File: src/rtl/people_pkg.sv
// people_pkg: shared play-stage constants, direction/state encodings and bound check for the player controller.
package people_pkg;
  localparam logic [2:0] PLAY = 3'd5;
  localparam logic [9:0] MIN_UP = 10'd65;
  localparam logic [9:0] MAX_UP = 10'd395;
  localparam logic [9:0] MIN_LEFT = 10'd160;
  localparam logic [9:0] MAX_LEFT = 10'd460;
  localparam logic [9:0] GOAL_UP = 10'd65;
  typedef enum logic [1:0] {DIR_UP, DIR_DOWN, DIR_LEFT, DIR_RIGHT} dir_e;
  typedef enum logic [2:0] {ST_IDLE, ST_READY, ST_MOVING, ST_DEAD, ST_GOAL} state_e;
  function automatic logic fits(input logic [9:0] up, input logic [9:0] left, input logic [9:0] step, input dir_e d);
    return d == DIR_UP   ? up >= MIN_UP + step :
           d == DIR_DOWN ? up + step <= MAX_UP :
           d == DIR_LEFT ? left >= MIN_LEFT + step : left + step <= MAX_LEFT;
  endfunction
endpackage

File: src/rtl/people_glide_timer.sv
// people_glide_timer: tick divider plus remaining-step counter; i_start arms a glide, o_step pulses per pixel, o_done on the last one.
module people_glide_timer #(
  parameter int TICK_DIV = 4,
  parameter logic [9:0] STEP = 10'd20
) (
  input  logic clk,
  input  logic rst,
  input  logic i_start,
  input  logic i_run,
  output logic o_step,
  output logic o_done
);
  localparam int TW = TICK_DIV > 1 ? $clog2(TICK_DIV) : 1;
  logic [TW-1:0] r_tick;
  logic [9:0] r_rem;
  assign o_step = i_run && r_tick == TW'(TICK_DIV - 1);
  assign o_done = o_step && r_rem == 10'd1;
  always_ff @(posedge clk) begin
    if (!rst || (!i_run && !i_start)) begin
      r_tick <= '0;
      r_rem <= '0;
    end else if (i_start) begin
      r_tick <= '0;
      r_rem <= STEP;
    end else if (o_step) begin
      r_tick <= '0;
      r_rem <= r_rem - 10'd1;
    end else begin
      r_tick <= r_tick + TW'(1);
    end
  end
endmodule

File: src/rtl/people_top_control.sv
// people_top_control: player sprite glide/death/goal controller for the play stage.
// Optional macro LIVES_EN enables a 3-life counter with respawn; otherwise the first hit edge is fatal.
module people_top_control
  import people_pkg::*;
#(
  parameter logic [9:0] SPAWN_UP = 10'd335,
  parameter logic [9:0] SPAWN_LEFT = 10'd200,
  parameter logic [9:0] STEP = 10'd20,
  parameter int TICK_DIV = 4
) (
  input  logic       clk,
  input  logic       rst,
  input  logic [2:0] stage_state,
  input  logic       key_up,
  input  logic       key_down,
  input  logic       key_left,
  input  logic       key_right,
  input  logic       hit,
  output logic [9:0] people_up,
  output logic [9:0] people_left,
  output logic       moving,
  output logic       dead,
  output logic       goal,
  output logic [1:0] lives
);
  state_e r_state, w_next;
  dir_e r_dir, w_key_dir;
  logic r_hit_q;
  logic [9:0] r_up, r_left, w_up_nx, w_left_nx, w_up_step, w_left_step;
  logic w_play, w_hit_rise, w_active, w_start, w_step, w_done;
`ifdef LIVES_EN
  logic [1:0] r_lives, w_lives_nx;
  assign lives = r_lives;
`else
  assign lives = 2'd1;
`endif
  assign w_play = stage_state == PLAY;
  assign w_hit_rise = hit && !r_hit_q;
  assign w_active = r_state == ST_READY || r_state == ST_MOVING;
  assign w_key_dir = key_up ? DIR_UP : key_down ? DIR_DOWN : key_left ? DIR_LEFT : DIR_RIGHT;
  assign w_start = w_play && r_state == ST_READY && !w_hit_rise &&
                   (key_up || key_down || key_left || key_right) && fits(r_up, r_left, STEP, w_key_dir);
  assign w_up_step = r_dir == DIR_UP ? r_up - 10'd1 : r_dir == DIR_DOWN ? r_up + 10'd1 : r_up;
  assign w_left_step = r_dir == DIR_LEFT ? r_left - 10'd1 : r_dir == DIR_RIGHT ? r_left + 10'd1 : r_left;
  people_glide_timer #(.TICK_DIV(TICK_DIV), .STEP(STEP)) u_timer (
    .clk(clk), .rst(rst), .i_start(w_start), .i_run(r_state == ST_MOVING),
    .o_step(w_step), .o_done(w_done)
  );
  // A hit edge outranks both keys and a completing glide.
  always_comb begin
    w_next = r_state;
    w_up_nx = r_up;
    w_left_nx = r_left;
`ifdef LIVES_EN
    w_lives_nx = r_lives;
`endif
    if (!w_play) begin
      w_next = ST_IDLE;
      w_up_nx = SPAWN_UP;
      w_left_nx = SPAWN_LEFT;
`ifdef LIVES_EN
      w_lives_nx = 2'd3;
`endif
    end else if (r_state == ST_IDLE) begin
      w_next = ST_READY;
    end else if (w_active && w_hit_rise) begin
`ifdef LIVES_EN
      w_lives_nx = r_lives - 2'd1;
      w_next = r_lives == 2'd1 ? ST_DEAD : ST_READY;
      w_up_nx = r_lives == 2'd1 ? r_up : SPAWN_UP;
      w_left_nx = r_lives == 2'd1 ? r_left : SPAWN_LEFT;
`else
      w_next = ST_DEAD;
`endif
    end else if (w_start) begin
      w_next = ST_MOVING;
    end else if (w_step) begin
      w_up_nx = w_up_step;
      w_left_nx = w_left_step;
      w_next = !w_done ? ST_MOVING : w_up_step <= GOAL_UP ? ST_GOAL : ST_READY;
    end
  end
  always_ff @(posedge clk) begin
    if (!rst) begin
      r_state <= ST_IDLE;
      r_up <= SPAWN_UP;
      r_left <= SPAWN_LEFT;
      r_dir <= DIR_UP;
      r_hit_q <= 1'b0;
    end else begin
      r_state <= w_next;
      r_up <= w_up_nx;
      r_left <= w_left_nx;
      r_hit_q <= hit;
      if (w_start) r_dir <= w_key_dir;
    end
  end
`ifdef LIVES_EN
  always_ff @(posedge clk) begin
    if (!rst) r_lives <= 2'd3;
    else r_lives <= w_lives_nx;
  end
`endif
  assign people_up = r_up;
  assign people_left = r_left;
  assign moving = r_state == ST_MOVING;
  assign dead = r_state == ST_DEAD;
  assign goal = r_state == ST_GOAL;
endmodule

File: config.mk
export PLATFORM = sky130hd
export DESIGN_NAME = people_top_control
export DESIGN_NICKNAME = d
export VERILOG_FILES = /design/src/rtl/people_pkg.sv /design/src/rtl/people_glide_timer.sv /design/src/rtl/people_top_control.sv
export SDC_FILE = /design/constraint.sdc
export NUM_CORES = 1
export LEC_CHECK = 0
export BUFFER_PORTS_ARGS = -buffer_cell sky130_fd_sc_hd__buf_2
export CAP_MARGIN = 20
export CORE_UTILIZATION = 62
export CTS_BUF_LIST = sky130_fd_sc_hd__clkbuf_4 sky130_fd_sc_hd__clkbuf_8 sky130_fd_sc_hd__clkbuf_16
export DETAILED_ROUTE_END_ITERATION = 12
export GPL_TIMING_DRIVEN = 1
export HOLD_SLACK_MARGIN = 0.02
export PLACE_DENSITY = 0.95
export SYNTH_ARGS = -nofsm -noshare
export SYNTH_HDL_FRONTEND = slang
export SYNTH_SLANG_ARGS = --single-unit
File: constraint.sdc
create_clock -name clk -period 7.5 [get_ports clk]
set_input_delay 1.5 -clock clk [delete_from_list [all_inputs] [get_ports clk]]
set_output_delay 1.5 -clock clk [all_outputs]
set_load 0.02 [all_outputs]
==> run metrics <==
status=finished clean; # fillers=296; max incr delay on CP=660 ps; Slew @ Worst Pin=823 ps; CP max FO=16; Worst-Skew Late Latency=300 ps; WP data required=7730 ps; fraction of registers with async set/reset=0%; Tmin final=3140 ps; FF/Latch Area=761 sq um; Max-Cap Viols=0; multi-input combinational cell area=1650 sq um; H-tree Lvls=2; PortBufs=32; Pins Over Slew Limit=0; total track usage=30.4%; top cell type's share of synthesized area=29.9%; clock sinks=38; syn nets=approximately 350; initial core utilization=67.1%; Core ar.=3800 sq um; Crit-path slowest cell=dfxtp_1; maximum buffer depth of the clock tree=2; Worst Path Arrival=3370 ps; Power Density=131 nW/um^2; post-synthesis sequential area ratio=29.9%; Iteration-0 DRC Markers=approximately 260; crit path kind=flip-flop to flip-flop; Avg Synthesized Cell Area=7.86 sq um; WL/cell=15.1 um; Area growth, synth to finish=8.74%; Final Skew=7.74 ps; drt first pass iters=5; largest net degree at the start of global routing=20; CTS Hold Bufs=0; RSZ-0062 raised after global routing=false; die height=66.1 um; post_cts resized=0; Finished Layout Cells=394; startpoint type of the worst setup path=flip-flop; Clock Pin Slew Worst Setup and Hold Paths=80 ps; Yosys top cell by area=dfxtp_1; IR drop worst, VDD=101 uV; Post-synth EDFFs=0; most common flop cell mapped by yosys=dfxtp_1; Netlist Area Pre-Place=2550 sq um; LEAKAGE=~1.1 nW; synthesized instance count=around 320; YS warnings=0; die area=4370 sq um; Final Hold Vio Count=0; DP Wirelength=4080 um; #FFs+latches synth=38; vias in the first global route=roughly 2300; DRC Markers=0; slew margin rel.=about 45%; post-CTS setup buffer count=0; CP Cell Sequence=nand2b_1, inv_1, ha_1, a211oi_1, nor2_1, o221a_2, o41ai_2, xnor2_1, or3_1, a21oi_1; layout cells sized above 1=15.9%; Post-DRT Antenna Nets=0; CTS root buf=clkbuf_8; fin nets=370; Vias/cell=6.20; I/O pins=35; FP Rows=22; Post-Route WL=5960 um; CTS tree=done; Netlist cell types=between 50 and 60; period utilization=41.9%; top post-synthesis cells by count=43 x nor2_1, 38 x dfxtp_1, 27 x nand2_1, 26 x a21oi_1, 18 x xnor2_1; gr ovfl total=0; GP Congestion=0.873; most common cell in the netlist=nor2_1; width of the die=approximately 66 um; final core utilization=between 70% and 80%; Hold Crit Class=flip-flop to flip-flop; via count=between 2000 and 2500; CP Capture Type=flip-flop; placed cell count=386; Power, Total=363 uW; # diodes=0; f_max=318 MHz; Final Setup Violations=0; post-place instance area=2680 sq um; CTS Buf Count=5; fin area=2770 sq um; initial antenna violation count=0; top cells by area, synth=dfxtp_1 30%, ha_1 6.9%, nor2_1 6.3%; global-route wire length before repair=slightly above 10000 um; sum of negative setup slack=0 ps
[final timing paths]
check | from | slack (ps) | depth (start not counted) | endpoint
worst max-delay path | r_dir[1] | 4360 | 10 | people_left[9]
worst min-delay path | u_timer.r_tick[0] | 430 | 1 | u_timer.r_tick[0]
worst max register to register | r_dir[1] | 4360 | 10 | people_left[9]
worst min register to register | u_timer.r_tick[0] | 430 | 1 | u_timer.r_tick[0]
[power breakdown]
part	switching, mW	internal [mW]
Clock	0.0758	0.0739
Combinational	0.00679	0.00366
Sequential	0.000563	0.202
[critical path: cells and delay by family (launching register included)]
family / cells / cell delay [ps]
simple gates: 3 / 680
buf+inv: 1 / 290
xor+xnor: 1 / 120
compound gates: 4 / 1010
flops: 1 / 660
fa+ha+maj: 1 / 300
[metrics by stage]
step,setup WS [ps],hold WS [ps]
finish,4360,429
global route,4250,441
CTS,4450,429
detailed placement,4270,419
global placement,4380,413
floorplan,4580,404
[kinds of logic (layout without fill, tap and decap cells)]
logic type / Yosys count / count (layout) / share of synthesized area [%]
compound gates: 68 / 68 / 17.8
fa+ha+maj: 15 / 15 / 7.66
flops: 38 / 38 / 29.9
other cells: 2 / 2 / 0.295
xor+xnor: 25 / 25 / 8.60
simple gates: 142 / 142 / 28.8
buf+inv: 30 / 52 / 5.40
mux: 4 / 4 / 1.57
[cell usage in the layout, fill, tap and decap left out, types with 7 or more instances in the layout]
cell | synthesis | routed
nand2_1 | 27 | 27
nand3_1 | 7 | 7
o21ai_0 | 14 | 14
xor2_1 | 7 | 7
inv_1 | 12 | 12
or3_1 | 8 | 8
a21oi_1 | 26 | 26
nor2_1 | 43 | 43
ha_1 | 14 | 14
nor3_1 | 15 | 15
buf_2 | 8 | 32
xnor2_1 | 18 | 18
dfxtp_1 | 38 | 38
[sequential cells by signal, summed over array words and instances, names as in the netlist]
register / flops
r_dir: 2
people_up: 10
u_timer.r_tick: 2
r_state: 3
u_timer.r_rem: 10
people_left: 10
r_hit_q: 1
[per-layer routing]
layer  track usage (%)  routed length, um
met4              10.9                126
met1              36.4               2520
met3              7.76                423
met2              52.0               2890
met5                 0                  0
[area by class of cell]
cell class,instances,area share [%]
flip-flops and latches,38,27.5
inverters,12,1.63
clock inverters,2,0.452
clock buffers,6,2.98
well taps,48,2.17
multi-input cells,256,59.5
repair buffers,32,5.78
(Power assumes the default switching activity.)
